--- config.mk ---
export PLATFORM = sky130hd
export DESIGN_NAME = sink_apb_master_flat
export DESIGN_NICKNAME = d
export VERILOG_FILES = /design/src/rtl/sink_apb_master_pkg.sv /design/src/rtl/sink_apb_master_if.sv /design/src/rtl/sink_apb_master_apb_timeout_counter.sv /design/src/rtl/sink_apb_master.sv /design/src/flat_wrapper.sv
export SDC_FILE = /design/constraint.sdc
export NUM_CORES = 1
export LEC_CHECK = 0
export CORE_AREA = 5 5 104 106
export DETAILED_ROUTE_END_ITERATION = 6
export DIE_AREA = 0 0 109 111
export HOLD_SLACK_MARGIN = 0.1
export PLACE_DENSITY = 0.79
export SYNTH_ARGS = -nofsm -noshare
export SYNTH_HDL_FRONTEND = slang
export SYNTH_SLANG_ARGS = --single-unit
export TNS_END_PERCENT = 30
--- constraint.sdc ---
create_clock -name i_clk_sink -period 1.8 [get_ports i_clk_sink]
set_input_delay 0.36 -clock i_clk_sink [delete_from_list [all_inputs] [get_ports i_clk_sink]]
set_output_delay 0.36 -clock i_clk_sink [all_outputs]
set_load 0.02 [all_outputs]
--- src/rtl/sink_apb_master_pkg.sv ---
// Shared AHB-to-APB bridge definitions: FSM states,
// request packet field positions and response width.
package sink_apb_master_pkg;

  typedef enum logic [1:0] {
    IDLE,
    SETUP,
    ACCESS,
    RESP
  } state_t;

  localparam int BR_ADDR_WIDTH = 32;
  localparam int BR_DATA_WIDTH = 32;

  localparam int DATA_MSB = BR_DATA_WIDTH - 1;
  localparam int ADDR_LSB = BR_DATA_WIDTH;
  localparam int ADDR_MSB =
    BR_DATA_WIDTH + BR_ADDR_WIDTH - 1;
  localparam int RW_BIT =
    BR_DATA_WIDTH + BR_ADDR_WIDTH + 1;

  function automatic int rsp_width(
    input int dw
  );
    return dw + 1;
  endfunction

endpackage

--- src/rtl/sink_apb_master_if.sv ---
// Request/response FIFO ports and APB bus
// of the bridge sink side.
interface sink_apb_master_if #(
  parameter int ADDR_WIDTH = 32,
  parameter int DATA_WIDTH = 32
);
  import sink_apb_master_pkg::*;

  localparam int PW = ADDR_WIDTH + DATA_WIDTH + 2;
  localparam int RW = rsp_width(DATA_WIDTH);

  logic                  i_req_empty;
  logic [PW-1:0]         i_req_packet;
  logic                  o_req_rd_en;
  logic                  i_rsp_full;
  logic                  o_rsp_wr_en;
  logic [RW-1:0]         o_rsp_packet;
  logic                  o_psel;
  logic                  o_penable;
  logic                  o_pwrite;
  logic [ADDR_WIDTH-1:0] o_paddr;
  logic [DATA_WIDTH-1:0] o_pwdata;
  logic                  i_pready;
  logic                  i_pslverr;
  logic [DATA_WIDTH-1:0] i_prdata;

  modport master (
    input  i_req_empty, i_req_packet,
    input  i_rsp_full,
    input  i_pready, i_pslverr, i_prdata,
    output o_req_rd_en,
    output o_rsp_wr_en, o_rsp_packet,
    output o_psel, o_penable, o_pwrite,
    output o_paddr, o_pwdata
  );

  modport slave (
    output i_req_empty, i_req_packet,
    output i_rsp_full,
    output i_pready, i_pslverr, i_prdata,
    input  o_req_rd_en,
    input  o_rsp_wr_en, o_rsp_packet,
    input  o_psel, o_penable, o_pwrite,
    input  o_paddr, o_pwdata
  );

endinterface

--- src/rtl/sink_apb_master_apb_timeout_counter.sv ---
// ACCESS-phase wait counter; built only
// with APB_TIMEOUT_EN defined.
`ifdef APB_TIMEOUT_EN
module apb_timeout_counter #(
  parameter int LIMIT = 16
) (
  input  logic clk,
  input  logic rst,
  input  logic clear,
  input  logic inc,
  output logic expired
);

  localparam int CW = $clog2(LIMIT) + 1;

  logic [CW-1:0] cnt;

  always_ff @(posedge clk) begin
    if (rst || clear) begin
      cnt <= '0;
    end else if (inc && !expired) begin
      cnt <= cnt + 1'b1;
    end
  end

  assign expired = (cnt == CW'(LIMIT - 1));

endmodule
`endif

--- src/rtl/sink_apb_master.sv ---
// Sink-side APB master of the AHB-to-APB bridge.
// Define APB_TIMEOUT_EN to bound ACCESS wait states.
module sink_apb_master
  import sink_apb_master_pkg::*;
#(
  parameter int ADDR_WIDTH = BR_ADDR_WIDTH,
  parameter int DATA_WIDTH = BR_DATA_WIDTH,
  parameter int PACKET_WIDTH =
    ADDR_WIDTH + DATA_WIDTH + 2
`ifdef APB_TIMEOUT_EN
  ,
  parameter int TIMEOUT_CYCLES = 16
`endif
) (
  input  logic i_clk_sink,
  input  logic i_rst_sink,
  input  logic i_sink_sleep_req,
  output logic o_sink_sleep_ack,
  output logic sink_sleep_status,
  sink_apb_master_if.master bus
);

  localparam int F_RW   = PACKET_WIDTH - 1;
  localparam int F_RSVD = PACKET_WIDTH - 2;
  localparam int F_AMSB = PACKET_WIDTH - 3;
  localparam int F_ALSB = DATA_WIDTH;
  localparam int F_DMSB = DATA_WIDTH - 1;
  localparam int RSP_W  = rsp_width(DATA_WIDTH);

  state_t state;
  state_t state_n;

  logic             sleep_q;
  logic             load;
  logic             cap;
  logic             done;
  logic             rd_en;
  logic             wr_en;
  logic [RSP_W-1:0] rsp_d;
  logic             unused_rsvd;

  assign unused_rsvd = bus.i_req_packet[F_RSVD];

`ifdef APB_TIMEOUT_EN
  logic expired;

  apb_timeout_counter #(
    .LIMIT(TIMEOUT_CYCLES)
  ) u_timeout (
    .clk    (i_clk_sink),
    .rst    (i_rst_sink),
    .clear  (state == SETUP),
    .inc    (state == ACCESS && !bus.i_pready),
    .expired(expired)
  );

  // A timed-out read reports a bus error
  assign done  = bus.i_pready | expired;
  assign rsp_d = bus.i_pready
    ? {bus.i_pslverr, bus.i_prdata}
    : {1'b1, {DATA_WIDTH{1'b0}}};
`else
  assign done  = bus.i_pready;
  assign rsp_d = {bus.i_pslverr, bus.i_prdata};
`endif

  always_comb begin
    state_n = state;
    load    = 1'b0;
    cap     = 1'b0;
    rd_en   = 1'b0;
    wr_en   = 1'b0;
    unique case (state)
      IDLE: begin
        if (!bus.i_req_empty &&
            !i_sink_sleep_req && !sleep_q) begin
          rd_en   = 1'b1;
          load    = 1'b1;
          state_n = SETUP;
        end
      end
      SETUP: state_n = ACCESS;
      ACCESS: begin
        if (done) begin
          cap     = !bus.o_pwrite;
          state_n = bus.o_pwrite ? IDLE : RESP;
        end
      end
      RESP: begin
        if (!bus.i_rsp_full) begin
          wr_en   = 1'b1;
          state_n = IDLE;
        end
      end
      default: state_n = IDLE;
    endcase
    // No FIFO traffic on a reset edge
    if (i_rst_sink) begin
      rd_en = 1'b0;
      wr_en = 1'b0;
    end
  end

  always_ff @(posedge i_clk_sink) begin
    if (i_rst_sink) begin
      state            <= IDLE;
      sleep_q          <= 1'b0;
      bus.o_paddr      <= '0;
      bus.o_pwdata     <= '0;
      bus.o_pwrite     <= 1'b0;
      bus.o_rsp_packet <= '0;
    end else begin
      state   <= state_n;
      sleep_q <= (state == IDLE) && i_sink_sleep_req;
      if (load) begin
        bus.o_paddr  <= bus.i_req_packet[F_AMSB:F_ALSB];
        bus.o_pwdata <= bus.i_req_packet[F_DMSB:0];
        bus.o_pwrite <= bus.i_req_packet[F_RW];
      end
      if (cap) begin
        bus.o_rsp_packet <= rsp_d;
      end
    end
  end

  assign bus.o_psel    = (state == SETUP) ||
                         (state == ACCESS);
  assign bus.o_penable = (state == ACCESS);
  assign bus.o_req_rd_en = rd_en;
  assign bus.o_rsp_wr_en = wr_en;
  assign o_sink_sleep_ack  = sleep_q;
  assign sink_sleep_status = sleep_q;

endmodule

--- src/flat_wrapper.sv ---
// flat-port wrapper written by rule: the top's interface ports become plain ports
module sink_apb_master_flat import sink_apb_master_pkg::*;
#(
  parameter int ADDR_WIDTH = BR_ADDR_WIDTH,
  parameter int DATA_WIDTH = BR_DATA_WIDTH,
  parameter int PACKET_WIDTH =
    ADDR_WIDTH + DATA_WIDTH + 2

)
  (i_clk_sink, i_rst_sink, i_sink_sleep_req, o_sink_sleep_ack, sink_sleep_status, bus_i_req_empty, bus_i_req_packet, bus_i_rsp_full, bus_i_pready, bus_i_pslverr, bus_i_prdata, bus_o_req_rd_en, bus_o_rsp_wr_en, bus_o_rsp_packet, bus_o_psel, bus_o_penable, bus_o_pwrite, bus_o_paddr, bus_o_pwdata);
  sink_apb_master_if #(.ADDR_WIDTH(ADDR_WIDTH), .DATA_WIDTH(DATA_WIDTH)) bus_i ();
  input  logic i_clk_sink;
  input  logic i_rst_sink;
  input  logic i_sink_sleep_req;
  output logic o_sink_sleep_ack;
  output logic sink_sleep_status;
  input wire logic [$bits(bus_i.i_req_empty)-1:0] bus_i_req_empty;
  input wire logic [$bits(bus_i.i_req_packet)-1:0] bus_i_req_packet;
  input wire logic [$bits(bus_i.i_rsp_full)-1:0] bus_i_rsp_full;
  input wire logic [$bits(bus_i.i_pready)-1:0] bus_i_pready;
  input wire logic [$bits(bus_i.i_pslverr)-1:0] bus_i_pslverr;
  input wire logic [$bits(bus_i.i_prdata)-1:0] bus_i_prdata;
  output wire logic [$bits(bus_i.o_req_rd_en)-1:0] bus_o_req_rd_en;
  output wire logic [$bits(bus_i.o_rsp_wr_en)-1:0] bus_o_rsp_wr_en;
  output wire logic [$bits(bus_i.o_rsp_packet)-1:0] bus_o_rsp_packet;
  output wire logic [$bits(bus_i.o_psel)-1:0] bus_o_psel;
  output wire logic [$bits(bus_i.o_penable)-1:0] bus_o_penable;
  output wire logic [$bits(bus_i.o_pwrite)-1:0] bus_o_pwrite;
  output wire logic [$bits(bus_i.o_paddr)-1:0] bus_o_paddr;
  output wire logic [$bits(bus_i.o_pwdata)-1:0] bus_o_pwdata;
  assign bus_i.i_req_empty = bus_i_req_empty;
  assign bus_i.i_req_packet = bus_i_req_packet;
  assign bus_i.i_rsp_full = bus_i_rsp_full;
  assign bus_i.i_pready = bus_i_pready;
  assign bus_i.i_pslverr = bus_i_pslverr;
  assign bus_i.i_prdata = bus_i_prdata;
  assign bus_o_req_rd_en = bus_i.o_req_rd_en;
  assign bus_o_rsp_wr_en = bus_i.o_rsp_wr_en;
  assign bus_o_rsp_packet = bus_i.o_rsp_packet;
  assign bus_o_psel = bus_i.o_psel;
  assign bus_o_penable = bus_i.o_penable;
  assign bus_o_pwrite = bus_i.o_pwrite;
  assign bus_o_paddr = bus_i.o_paddr;
  assign bus_o_pwdata = bus_i.o_pwdata;
  sink_apb_master #(.ADDR_WIDTH(ADDR_WIDTH), .DATA_WIDTH(DATA_WIDTH), .PACKET_WIDTH(PACKET_WIDTH)) u_core (.i_clk_sink(i_clk_sink), .i_rst_sink(i_rst_sink), .i_sink_sleep_req(i_sink_sleep_req), .o_sink_sleep_ack(o_sink_sleep_ack), .sink_sleep_status(sink_sleep_status), .bus(bus_i));
endmodule
Word level (Yosys, flattened, before mapping)
Cells that the tools add are included.
{"block": "classes", "mux": 13, "n_reduce_logical": 10, "n_eq_ne": 6}
{"op": "1-bit 2-to-1 mux", "n": 8}
{"op": "2-bit 2-to-1 mux", "n": 4}
{"op": "2-bit case mux with 4 select lines", "n": 1}
{"op": "2-bit equality test, second input constant", "n": 2}
{"op": "1-bit zero test", "n": 4}
{"op": "2-bit inequality test, second input constant", "n": 2}
{"op": "1-bit logical AND", "n": 3}
{"op": "3-bit AND reduction", "n": 1}
{"op": "2-bit by 1-bit equality test with 1-bit output, second input constant", "n": 1}
{"op": "2-bit zero test", "n": 1}
{"op": "2-bit by 1-bit inequality test with 1-bit output, second input constant", "n": 1}
{"op": "1-bit logical OR", "n": 1}
{"block": "totals", "out_inout_bits": 104, "in_bits": 105, "regBits": 101}

Depth between registers and ports, before layout
Gate-level depths: netlist of the first run.
{"block": "depth", "depth_word": 6, "mapped_depth": 7, "depth_no_buf": 5}

Least setup slack after synthesis of the first run
No wires, ideal clock.
{"block": "synth_path", "path_kind": "reg2out", "startpoint": "register u_core.state[0]", "endpoint": "output bus_o_req_rd_en", "slack_ns": -0.124, "t_required_ns": 1.440, "path_stages_with_launch": 6, "arrival_ns": 1.564, "cell_sequence": "dfxtp_1 > inv_1 > ha_1 > or4b_1 > clkbuf_1 > nor2_1"}
{"block": "synth_between", "elab_chain_len": 3}
{"element": "from (decl)", "line": "sink_apb_master.sv:30", "text": "state_t state;"}
{"element": "from (signal assigned)", "line": "sink_apb_master.sv:113", "text": "state <= state_n;"}
{"element": "2-bit zero test", "line": "sink_apb_master.sv:73", "text": "unique case (state)"}
{"element": "1-bit 2-to-1 mux", "line": "sink_apb_master.sv:73"}
{"element": "1-bit 2-to-1 mux", "line": "sink_apb_master.sv:98", "text": "if (i_rst_sink) begin"}
{"element": "to (decl)", "line": "flat_wrapper.sv:23", "text": "output wire logic [$bits(bus_i.o_req_rd_en)-1:0] bus_o_req_rd_en;"}
No other way between the ends.

Worst setup path after layout of the first run
Ends and elaborated chain as after synthesis.

==> results of run 1 <==
-- cell families after synthesis --
logic type      after synthesis  synth area share [%]
compound gates              103                 14.73
fa+ha+maj                     4                 1.383
buf+inv                      37                 5.429
flops                       101                 55.88
mux                           1                0.2766
simple gates                207                 22.30
-- repair_timing --
action / CTS / global route
setup endpoints to repair: 72 / 68
buffers inserted: 2 / 3
pin swaps: 1 / 2
gates resized for setup: 24 / 3
-- where the power goes --
group | leakage (nW) | switching (W) | internal (W)
logic | 1.23 | 0.000898 | 0.000872
clock network | 0.116 | 0.000782 | 0.000862
registers | 0.821 | 0.000111 | 0.00245
-- worst register-to-register path, cell delays in order (launching register included) --
cell and delay [ns]:
dfxtp_2 0.34, inv_2 0.07, ha_4 0.14, or4b_4 0.48
buf_4 0.35, nand2_1 0.19, a21oi_1 0.07
-- cells in the mapped netlist (all sizes together) --
library cell | n | area [um2]
nand2 | 198 | 743.2
dfxtp | 101 | 2022
a21oi | 98 | 490.5
clkbuf | 19 | 71.32
buf | 14 | 110.1
ha | 4 | 50.05
inv | 4 | 15.01
a221o | 1 | 10.01
a221oi | 1 | 8.760
a32o | 1 | 10.01
and3 | 1 | 6.260
and3b | 1 | 8.760
mux2i | 1 | 10.01
nand3b | 1 | 7.510
nor2 | 1 | 3.750
nor2b | 1 | 6.260
nor3 | 1 | 5.000
nor3b | 1 | 7.510
nor4b | 1 | 8.760
o21ai | 1 | 5.000
o31a | 1 | 8.760
or4b | 1 | 10.01
-- registers in the layout, indices dropped and copies added, names as in the netlist --
signal / cells
u_core.bus.o_paddr: 32
u_core.bus.o_pwdata: 32
u_core.bus.o_pwrite: 1
u_core.bus.o_rsp_packet: 33
u_core.o_sink_sleep_ack: 1
u_core.state: 2
-- stage by stage --
step	setup TNS [ns]	instance area, um2	instances
6_report	-0.1853	6107	796
5_1_grt	-2.006	6107	796
4_1_cts	-0.1905	6090	794
3_5_place_dp	-31.23	5832	776
3_3_place_gp	-29.33	5832	776
2_1_floorplan	0	3627	453
-- layout make-up --
type	count	share of cell area [%]
multi-input combinational	315	23.50
inverter	4	0.2459
clock inverter	5	1.332
tap	133	2.725
timing repair buffer	227	36.57
sequential	101	33.15
clock buffer	11	2.479
-- layer usage --
metal	global-route usage, %	routed length, um
met1	19.86	4364
met2	34.23	5900
met3	4.543	792
met4	9.764	411
met5	0	0
-- cells in the final DEF, fill, tap and decap left out, types with 2 or more instances in the layout --
| cell type | netlist | final |
|---|---|---|
| clkbuf_8 | 0 | 11 |
| clkdlybuf4s50_1 | 0 | 199 |
| a21oi_1 | 98 | 98 |
| ha_1 | 4 | 3 |
| nand2_1 | 198 | 198 |
| bufinv_16 | 0 | 2 |
| dlygate4sd2_1 | 0 | 4 |
| dfxtp_1 | 101 | 99 |
| buf_4 | 6 | 20 |
| inv_1 | 4 | 2 |
| dfxtp_2 | 0 | 2 |
| buf_12 | 0 | 2 |
| inv_2 | 0 | 2 |
-- path summary, 6_finish.rpt --
| path | start | endpoint | slack [ns] | cells after the start |
|---|---|---|---|---|
| worst max register to register | u_core.state[0] | u_core.bus.o_paddr[8] | 0.02 | 6 |
| worst min-delay path | u_core.bus.o_rsp_packet[29] | u_core.bus.o_rsp_packet[29] | 0.46 | 2 |
| worst min register to register | u_core.bus.o_rsp_packet[29] | u_core.bus.o_rsp_packet[29] | 0.46 | 2 |
| worst max-delay path | u_core.state[0] | bus_o_req_rd_en | -0.19 | 5 |
==> summary.md, run 1 <==
| Metric | Value |
|---|---|
| Antenna violations before repair | 0 |
| Largest net degree at the start of global routing | 66 |
| Final worst-path setup slack | -0.1853 ns |
| Worst path slowest cell | or4b_4 |
| Die Wd | 109 um |
| Post-Place Worst Slack | -0.7757 ns |
| CP max FO | 3 |
| IO Pins | 209 |
| VDD IR-drop max | 594.6 uV |
| Final Util | 63.06% |
| CP Capture Type | primary output |
| # hold bufs at CTS | 0 |
| Vias in the first global route | 3803 |
| H-Tree Depth | 3 |
| First-pass GRT wire length | 18460 um |
| Synthesized flop and latch total | 101 |
| Area of the multi-input gates | 1435 um2 |
| Final setup vio count | 1 |
| Total wire length | 11470 um |
| Num CTS Buffers | 9 |
| First-pass iteration count of the detailed router | 4 |
| Clk_skew | 0.007791 ns |
| Nets | 767 |
| Status | finished with violations |
| Setup repair after global routing missed its margin | true |
| Post-DR wirelength/cell | 14.41 um |
| Gp weighted congestion | 0.7775 |
| DRC Markers | 0 |
| Die height | 111 um |
| Mapped Area | 3618 um2 |
| Max-slew violations | 0 |
| Failing checks | setup timing |
| Total track usage | 18.94% |
| Initial detailed-routing violation count | 175 |
| Syn Area/Cell | 7.988 um2 |
| Critical path, cell by cell | inv_2, ha_4, or4b_4, nor2_4, buf_6 |
| Via Count | 3748 |
| Clk slew on worst S/H paths | 0.10 ns |
| Fraction of layout cells with a size suffix above 1 | 7.391% |
| Hold slack | 0.4560 ns |
| Grt ovf | 0 |
| WS Path Type | register to primary output |
| Fill cells | 851 |
| Max clock buf depth | 2 |
| Arr. time, crit path | 1.63 ns |
| Mapped Cells | 453 |
| Final total power | 0.005975 W |
| WP data required | 1.44 ns |
| Drt via density | 4.709 |
| Area delta synth->final | 68.78% |
| Clock Tree Root | clkbuf_8 |
| Ant diodes | 0 |
| Total core area | 9684 um2 |
| Worst skew pair latency | 0.36 ns |
| Fmax achieved | 503.7 MHz |
| Worst path top cell family by delay | simple AND/OR/NAND/NOR gates |
| Max incr delay on CP | 0.48 ns |
| Post-Syn Nets | 562 |
| ANT nets after route | 0 |
| Worst hold path class | register to register |
| # Max-Cap Violations | 0 |
| CP bufs+invs | 2 |
| Initial core utilization | 37.36% |
| # clock sinks | 101 |
| Final Cycle Share | 110.3% |
| Sequential Area | 2024 um2 |
| Synth warn | 0 |
| Power density cells | 978.4 nW/um2 |
| Slew HR | 54.97% |
| Worst-Margin Slew | 0.6754 ns |
| Leak | 2.171 nW |
| Final hold viol count | 0 |
| DPL Wire Length | 8480 um |
| CTS tree | yes |
| Minimum clock period | 1.985 ns |
| Post-synthesis cell type count | 24 |
| Site Rows | 36 |
| Register area share after synthesis | 55.88% |
| CP startpoint kind | register |
| Die area | 12100 um2 |
| IO buf count | 207 |
Note: power is estimated with default switching activity, not from simulation.
==> run 2: changes to the inputs <==
--- a/config.mk
+++ b/config.mk
@@ -10,6 +10,7 @@
 export DIE_AREA = 0 0 109 111
 export HOLD_SLACK_MARGIN = 0.1
 export PLACE_DENSITY = 0.79
+export RECOVER_POWER = 100
 export SYNTH_ARGS = -nofsm -noshare
 export SYNTH_HDL_FRONTEND = slang
 export SYNTH_SLANG_ARGS = --single-unit
==> summary.md, run 2 (same netlist as run 1, synthesis figures left out) <==
| Metric | Value |
|---|---|
| Vias in the first global route | 3803 (unchanged) |
| Flop2flop setup slack | 0.02 ns (about the same) |
| Non-Filler Instances | 796 (unchanged) |
| Via Count | 3748 (unchanged) |
| Total core area | 9684 um2 (unchanged) |
| Leak | 2.163 nW (-0.38%) |
| Area delta synth->final | 68.33% |
| Clk slew on worst S/H paths | 0.09 ns (about the same) |
| CTS tree | yes |
| Most frequent cells in the layout | 198 x nand2_1, 198 x clkdlybuf4s50_1, 99 x dfxtp_1, 98 x a21oi_1, 14 x buf_4 |
| Num CTS Buffers | 9 (unchanged) |
| Final worst-path setup slack | -0.1823 ns (+0.002962 ns) |
| Final setup vio count | 1 (unchanged) |
| Total track usage | 18.94% (unchanged) |
| Max-slew violations | 0 (unchanged) |
| Minimum clock period | 1.982 ns (-0.002962 ns) |
| CP startpoint kind | register |
| Worst hold path class | register to register |
| Fmax achieved | 504.5 MHz (+0.15%) |
| Initial core utilization | 37.36% (unchanged) |
| Largest net degree at the start of global routing | 66 (unchanged) |
| # hold bufs at CTS | 0 (unchanged) |
| Power density cells | 977.8 nW/um2 (about the same) |
| Grt ovf | 0 (unchanged) |
| # Max-Cap Violations | 0 (unchanged) |
| WP data required | 1.44 ns (about the same) |
| Arr. time, crit path | 1.62 ns (about the same) |
| Slew HR | 49.48% (-5.5 points) |
| Die area | 12100 um2 (unchanged) |
| DPL Wire Length | 8480 um (unchanged) |
| Hold slack | 0.4560 ns (+0.00001500 ns) |
| DRC Markers | 0 (unchanged) |
| Setup TNS | -0.1823 ns (+0.002962 ns) |
| Area after DPL | 5832 um2 (unchanged) |
| Largest register by flop count | u_core.bus.o_rsp_packet |
| Clock Tree Root | clkbuf_8 |
| Failing checks | setup timing |
| Max clock buf depth | 2 (unchanged) |
| Fraction of layout cells with a size suffix above 1 | 6.938% (-0.45 points) |
| Worst-Margin Slew | 0.7578 ns (+0.08233 ns) |
| Placed Instances | 776 (unchanged) |
| Antenna violations before repair | 0 (unchanged) |
| First-pass iteration count of the detailed router | 5 (+1) |
| ANT nets after route | 0 (unchanged) |
| Setup repair after global routing missed its margin | true |
| # clock sinks | 101 (unchanged) |
| Post-DR wirelength/cell | 14.37 um (-0.29%) |
| Largest regs | u_core.bus.o_rsp_packet: 33 flops, u_core.bus.o_paddr: 32 flops, u_core.bus.o_pwdata: 32 flops |
| Worst skew pair latency | 0.36 ns (about the same) |
| Design area | 6091 um2 (-0.27%) |
| Final Cycle Share | 110.1% (-0.16 points) |
| Drt via density | 4.709 (unchanged) |
| Nets | 767 (unchanged) |
| Final hold viol count | 0 (unchanged) |
| H-Tree Depth | 3 (unchanged) |
| CP max FO | 3 (unchanged) |
| Total wire length | 11440 um (-0.29%) |
| Status | finished with violations |
| Gp weighted congestion | 0.7775 (unchanged) |
| Initial detailed-routing violation count | 183 (+4.6%) |
| IO Pins | 209 (unchanged) |
| VDD IR-drop max | 592.9 uV (-0.30%) |
| Die height | 111 um (unchanged) |
| Largest register FFs | 33 (unchanged) |
| Clk_skew | 0.007368 ns (-0.0004230 ns) |
| CP Capture Type | primary output |
| Site Rows | 36 (unchanged) |
| WS Path Type | register to primary output |
| Ant diodes | 0 (unchanged) |
| First-pass GRT wire length | 18460 um (unchanged) |
| Final total power | 0.005956 W (-0.32%) |
| IO buf count | 207 (unchanged) |
| Die Wd | 109 um (unchanged) |
==> run 2: changes by cell type in the layout (fill, tap and decap cells not counted) <==
cell | previous run | this run
clkbuf_1 | 0 | 3
buf_2 | 0 | 1
buf_4 | 20 | 14
clkbuf_2 | 1 | 2
dlygate4sd3_1 | 0 | 1
clkbuf_4 | 0 | 1
clkdlybuf4s50_1 | 199 | 198
==> run 2: area by class of cell <==
type / count / area (um2)
inverters: 4 / 15.01
flip-flops and latches: 101 / 2024
clock inverters: 5 / 81.33
well taps: 133 / 166.4
multi-input cells: 315 / 1435
clock buffers: 11 / 151.4
fillers: 854 / 3593
repair buffers: 227 / 2217
==> run 2: metrics by stage <==
stage	util, %	setup WS, ns
after floorplan	-	0.03768
after global placement	60.22	-0.7711
after detailed placement	60.22	-0.7757
after CTS	62.88	-0.1905
after global routing	62.89	-0.2427
final	62.89	-0.1823
==> run 2: worst paths after layout <==
path                               start                     endpoint  depth (start not counted)
min          u_core.bus.o_rsp_packet[29]  u_core.bus.o_rsp_packet[29]                          2
max reg2reg              u_core.state[0]        u_core.bus.o_paddr[8]                          6
max                      u_core.state[0]              bus_o_req_rd_en                          5
min reg2reg  u_core.bus.o_rsp_packet[29]  u_core.bus.o_rsp_packet[29]                          2
==> run 2: what timing repair did <==
action,4_1_cts,5_1_grt
buffers inserted,2,3
endpoints found under the setup margin,72,68
resized for setup,24,3
pin swaps,1,2
==> run 2: critical path: stages (launching register included) <==
cell and delay, ns:
dfxtp_2 0.34, inv_2 0.07, ha_4 0.14, or4b_4 0.48, nor2_4 0.12, buf_6 0.12
==> run 2: where the power goes <==
group	total, W	switching (W)	internal (W)
clock network	0.00164	0.000779	0.000862
registers	0.00256	0.000110	0.00245
logic	0.00175	0.000898	0.000856
total	0.00596	0.00179	0.00417
==> run 2: routing by layer <==
metal  part of all wire [%]  wire length [um]  track usage, %  vias to the layer above
li1                       -                 -               -                     1863
met1                     38              4351           19.86                     1720
met2                     51              5867           34.23                      136
met3                    7.0               805           4.543                       29
met4                    3.6               411           9.764                        0
met5                      0                 0               0                        -
==> patch 1, RTL diff (settings of run 1) <==
`BR_ADDR_WIDTH`: 32 -> 64.
--- a/src/rtl/sink_apb_master_pkg.sv
+++ b/src/rtl/sink_apb_master_pkg.sv
@@ -9,7 +9,7 @@
     RESP
   } state_t;
 
-  localparam int BR_ADDR_WIDTH = 32;
+  localparam int BR_ADDR_WIDTH = 64;
   localparam int BR_DATA_WIDTH = 32;
 
   localparam int DATA_MSB = BR_DATA_WIDTH - 1;
Interface: changed (resized bus_i_req_packet and bus_o_paddr); port bits go from 209 to 273. No check against the original RTL was run, so the function may have changed too.
==> patch 1 against run 1 <==
Routed wire length increased by 48%. Sequential share of layout area decreased by 0.30 points. Synthesized area increased by 30%. Highest routed layer unchanged. The flow still finishes with violations (setup timing). Setup slack got worse by 0.14 ns. Sequential cell count increased by 32. Cell area increased by 33%. Power increased by 52%. Fmax decreased by 6.4%.
==> patch 1: results <==
export IMPL_status="finished with violations"
export IMPL_violations="setup timing"
export IMPL_route_met3_wl_um=1492
export IMPL_drt_iter0_drc=272
export IMPL_met1_length_um=6181
export IMPL_final_nets=1005
export IMPL_grt_pass1_vias=5202
export IMPL_min_path_type="in -> reg"
export IMPL_cts_buffers=17
export IMPL_drt_wl_total_um=16980
export IMPL_drive_above_1_share_pct=8.096
export IMPL_synth_mux_area_share_pct=0.2132
export IMPL_rr_startpoint="u_core.state[1]$_SDFFE_PP0P_"
export IMPL_peakVddDrop_v=0.0007463
export IMPL_fin_worst_skew_ns=0.01127
export IMPL_slew_headroom_pct=35.37
export IMPL_grtUsageTotal_pct=27.54
export IMPL_ys_seq_area_share_pct=56.72
export IMPL_timing_rr_end="u_core.bus.o_paddr[1]$_SDFFE_PP0P_"
export IMPL_hp_start="bus_i_req_packet[26]"
export IMPL_vias_per_cell=5.025
export IMPL_setup_viol=99
export IMPL_worstPathMaxFanout=2
export IMPL_postSynthAreaPerCell_sq_um=7.930
export IMPL_hold_path_depth=3
export IMPL_grt_pass1_wl_um=25950
export IMPL_postCtsSetupBuffers=0
export IMPL_grt_start_max_net_pins=98
export IMPL_htreeDepth=4
export IMPL_dr_pass1_iters=5
export IMPL_worst_slack_ns=-0.3221
export IMPL_largest_reg_flops=64
export IMPL_synth_fa_ha_area_share_pct=1.066
## patch 1: how the worst max path moves through the flow
stage                                       startpoint              end  cells past startpoint
after CTS                 u_core.state[1]$_SDFFE_PP0P_  bus_o_req_rd_en                      5
after detailed placement               bus_i_req_empty  bus_o_req_rd_en                      4
after floorplan           u_core.state[0]$_SDFFE_PP0P_  bus_o_req_rd_en                      6
after global routing      u_core.state[1]$_SDFFE_PP0P_  bus_o_req_rd_en                      5
after global placement                 bus_i_req_empty  bus_o_req_rd_en                      4
final                     u_core.state[1]$_SDFFE_PP0P_  bus_o_req_rd_en                      5
## patch 1: cells by family after synthesis
group,after synthesis
buf+inv,48
mux,1
simple gates,271
compound gates,135
fa+ha+maj,4
flops,133
## patch 1: power by group
part	internal (uW)	switching, uW
logic	983	1250
clock network	2210	1240
registers	3240	142
## patch 1: metrics by stage
step,cell area (sq um),util [%]
CTS,8120,83.85
finish,8114,83.79
global route,8114,83.79
detailed placement,7665,79.15
global placement,7665,79.15
floorplan,4736,-
## patch 1: worst register-to-register path, delay by kind of cell, from the launching register on
family,cells,cell delay [ns]
AOI/OAI and AO/OA,1,0.18
and+or+nand+nor,2,0.43
buffers and inverters,2,0.78
adders and majority gates,1,0.16
DFF,1,0.33
## patch 1: metal layers
metal  track usage (%)  up-vias
met5                 0        -
met4             13.64        0
met3             10.19       49
met2             47.62      228
met1             28.79     2350
li1                  -     2448
## patch 1: layout make-up
type	count	area [sq um]
Clock inverter	9	125.1
Timing Repair Buffer	297	2806
Multi-Input combinational cell	411	1869
Clock buffer	23	466.7
Fill cell	648	1570
Inverter	4	15.01
Sequential cell	133	2665
Tap cell	133	166.4
## patch 1: what timing repair did
| item | CTS | global route |
|---|---|---|
| gates resized for setup | 158 | 1 |
| pin swaps | 2 | 0 |
| endpoints found under the setup margin | 233 | 100 |
==> patch 2, RTL diff (config.mk and constraints of run 1) <==
Without the edit above. Encoding of `state_t`: now one-hot (4 bits for 4 states).
--- a/src/rtl/sink_apb_master_pkg.sv
+++ b/src/rtl/sink_apb_master_pkg.sv
@@ -2,11 +2,11 @@
 // request packet field positions and response width.
 package sink_apb_master_pkg;
 
-  typedef enum logic [1:0] {
-    IDLE,
-    SETUP,
-    ACCESS,
-    RESP
+  typedef enum logic [3:0] {
+    IDLE   = 4'b0001,
+    SETUP  = 4'b0010,
+    ACCESS = 4'b0100,
+    RESP   = 4'b1000
   } state_t;
 
   localparam int BR_ADDR_WIDTH = 32;
Function: no difference found for any inputs over 10 cycles, from zero or initial values and one cycle with i_rst_sink high; not proved beyond that.
==> patch 2 against run 1 <==
The run still ends with setup timing left. Sequential share of layout area down 1.3 points. Sequential power is 6% lower. Sequential cell count grew 2. Cell area is 6.4% higher. Routed wire length is 17% higher. Count of clock-buffer cells in the layout did not move. Non-clock buffer count up 9. Global-route usage rose by 2.3 points. Synthesized area increased by 13%. Power is 22% lower. Fmax up 4.4%. Setup slack gained 0.083 ns. Critical endpoint unchanged. Largest power group unchanged.
==> patch 2: results <==
export IMPL_status="finished with violations"
export IMPL_violations="setup timing"
export IMPL_hp_start="u_core.state[0]$_SDFFE_PP1P_"
export IMPL_rr_startpoint="u_core.state[0]$_SDFFE_PP1P_"
export IMPL_syn_nets=589
export IMPL_dr_pass1_iters=5
export IMPL_r2r_slack_ns=0.12
export IMPL_preCtsSetupSlack_ns=-0.7298
export IMPL_peakVddDrop_v=0.0003269
export IMPL_setup_viol=3
export IMPL_placed_area_sq_um=6270
export IMPL_setup_tns_ns=-0.2114
export IMPL_holdPathEnd="u_core.state[2]$_SDFFE_PP0P_"
export IMPL_r2r_cells=5
export IMPL_fin_worst_skew_ns=0.01307
export IMPL_synth_distinct_cells=31
export IMPL_path_clk_slew_ns=0.09
export IMPL_final_nets=779
export IMPL_ys_top_cells_by_area="dfxtp_1 (50%), a21oi_1 (12%), nand3_1 (12%)"
export IMPL_fill_cells=806
export IMPL_gp_congestion=0.7958
export IMPL_ys_warn_count=0
export IMPL_crit_arrival_ns=1.54
export IMPL_ys_seq_area_share_pct=50.47
export IMPL_vias_per_cell=5.338
export IMPL_p_leak_uw=0.002192
export IMPL_drt_wl_total_um=13440
export IMPL_worst_slack_ns=-0.1023
export IMPL_grt_pass1_vias=4245
export IMPL_slew_headroom_pct=64.67
export IMPL_grt_pass1_wl_um=20950
export IMPL_worstPathMaxFanout=2
export IMPL_powerDensity_nw_per_um2=714.0
export IMPL_grtUsageTotal_pct=21.20
export IMPL_hold_ws_ns=0.4628
export IMPL_drt_iter0_drc=255
export IMPL_drive_above_1_share_pct=9.145
export IMPL_timing_rr_end="u_core.bus.o_rsp_packet[20]$_SDFFE_PP0P_"
export IMPL_antenna_found_initial=0
export IMPL_worst_setup_path_startpoint="i_sink_sleep_req"
export IMPL_hold_path_depth=1
export IMPL_ys_top_cells_by_count="dfxtp_1 (103), a21oi_1 (100), nand3_1 (98)"
patch 2: where the power goes:
group / leakage (uW) / switching (uW) / internal [uW]
clock network: 0.0000781 / 779 / 540
logic: 0.00128 / 469 / 454
registers: 0.000836 / 41.0 / 2350
patch 2: per-stage QoR:
| step | instances | total power [uW] |
|---|---|---|
| finish | 811 | 4638 |
| floorplan | 484 | 2862 |
| global route | 811 | 4842 |
| global placement | 795 | 3349 |
| CTS | 811 | 4670 |
| detailed placement | 795 | 3363 |
patch 2: area by class of cell:
type	count	area share [%]
clock buffers	11	2.177
clock inverters	4	0.4816
inverters	3	0.3660
multi-input cells	321	26.60
flip-flops and latches	103	31.86
well taps	133	2.562
repair buffers	236	35.95
patch 2: repair_timing:
item / in CTS / in global routing
hold endpoints to repair: 0 / 0
endpoints found under the setup margin: 10 / 9
pin swaps: 2 / 1
gates resized for setup: 30 / 9
buffers inserted: 1 / 0
patch 2: per-layer routing:
metal  track usage [%]  wire (um)
met2             35.75       6640
met1             24.93       5214
met4             5.976        201
met5                 0          0
met3             7.804       1380
patch 2: logic make-up (layout without fill, tap and decap cells):
| family | count (synthesis) | in the layout | synth area share [%] |
|---|---|---|---|
| simple gates | 119 | 119 | 15.93 |
| flops | 103 | 103 | 50.47 |
| compound gates | 201 | 201 | 24.81 |
| xor+xnor | 1 | 1 | 0.2144 |
| buf+inv | 60 | 254 | 8.576 |
patch 2: worst max-delay path: stages:
cell and delay [ns]:
clkdlybuf4s50_1 0.42, or3_4 0.44, nor3_4 0.18, buf_6 0.14
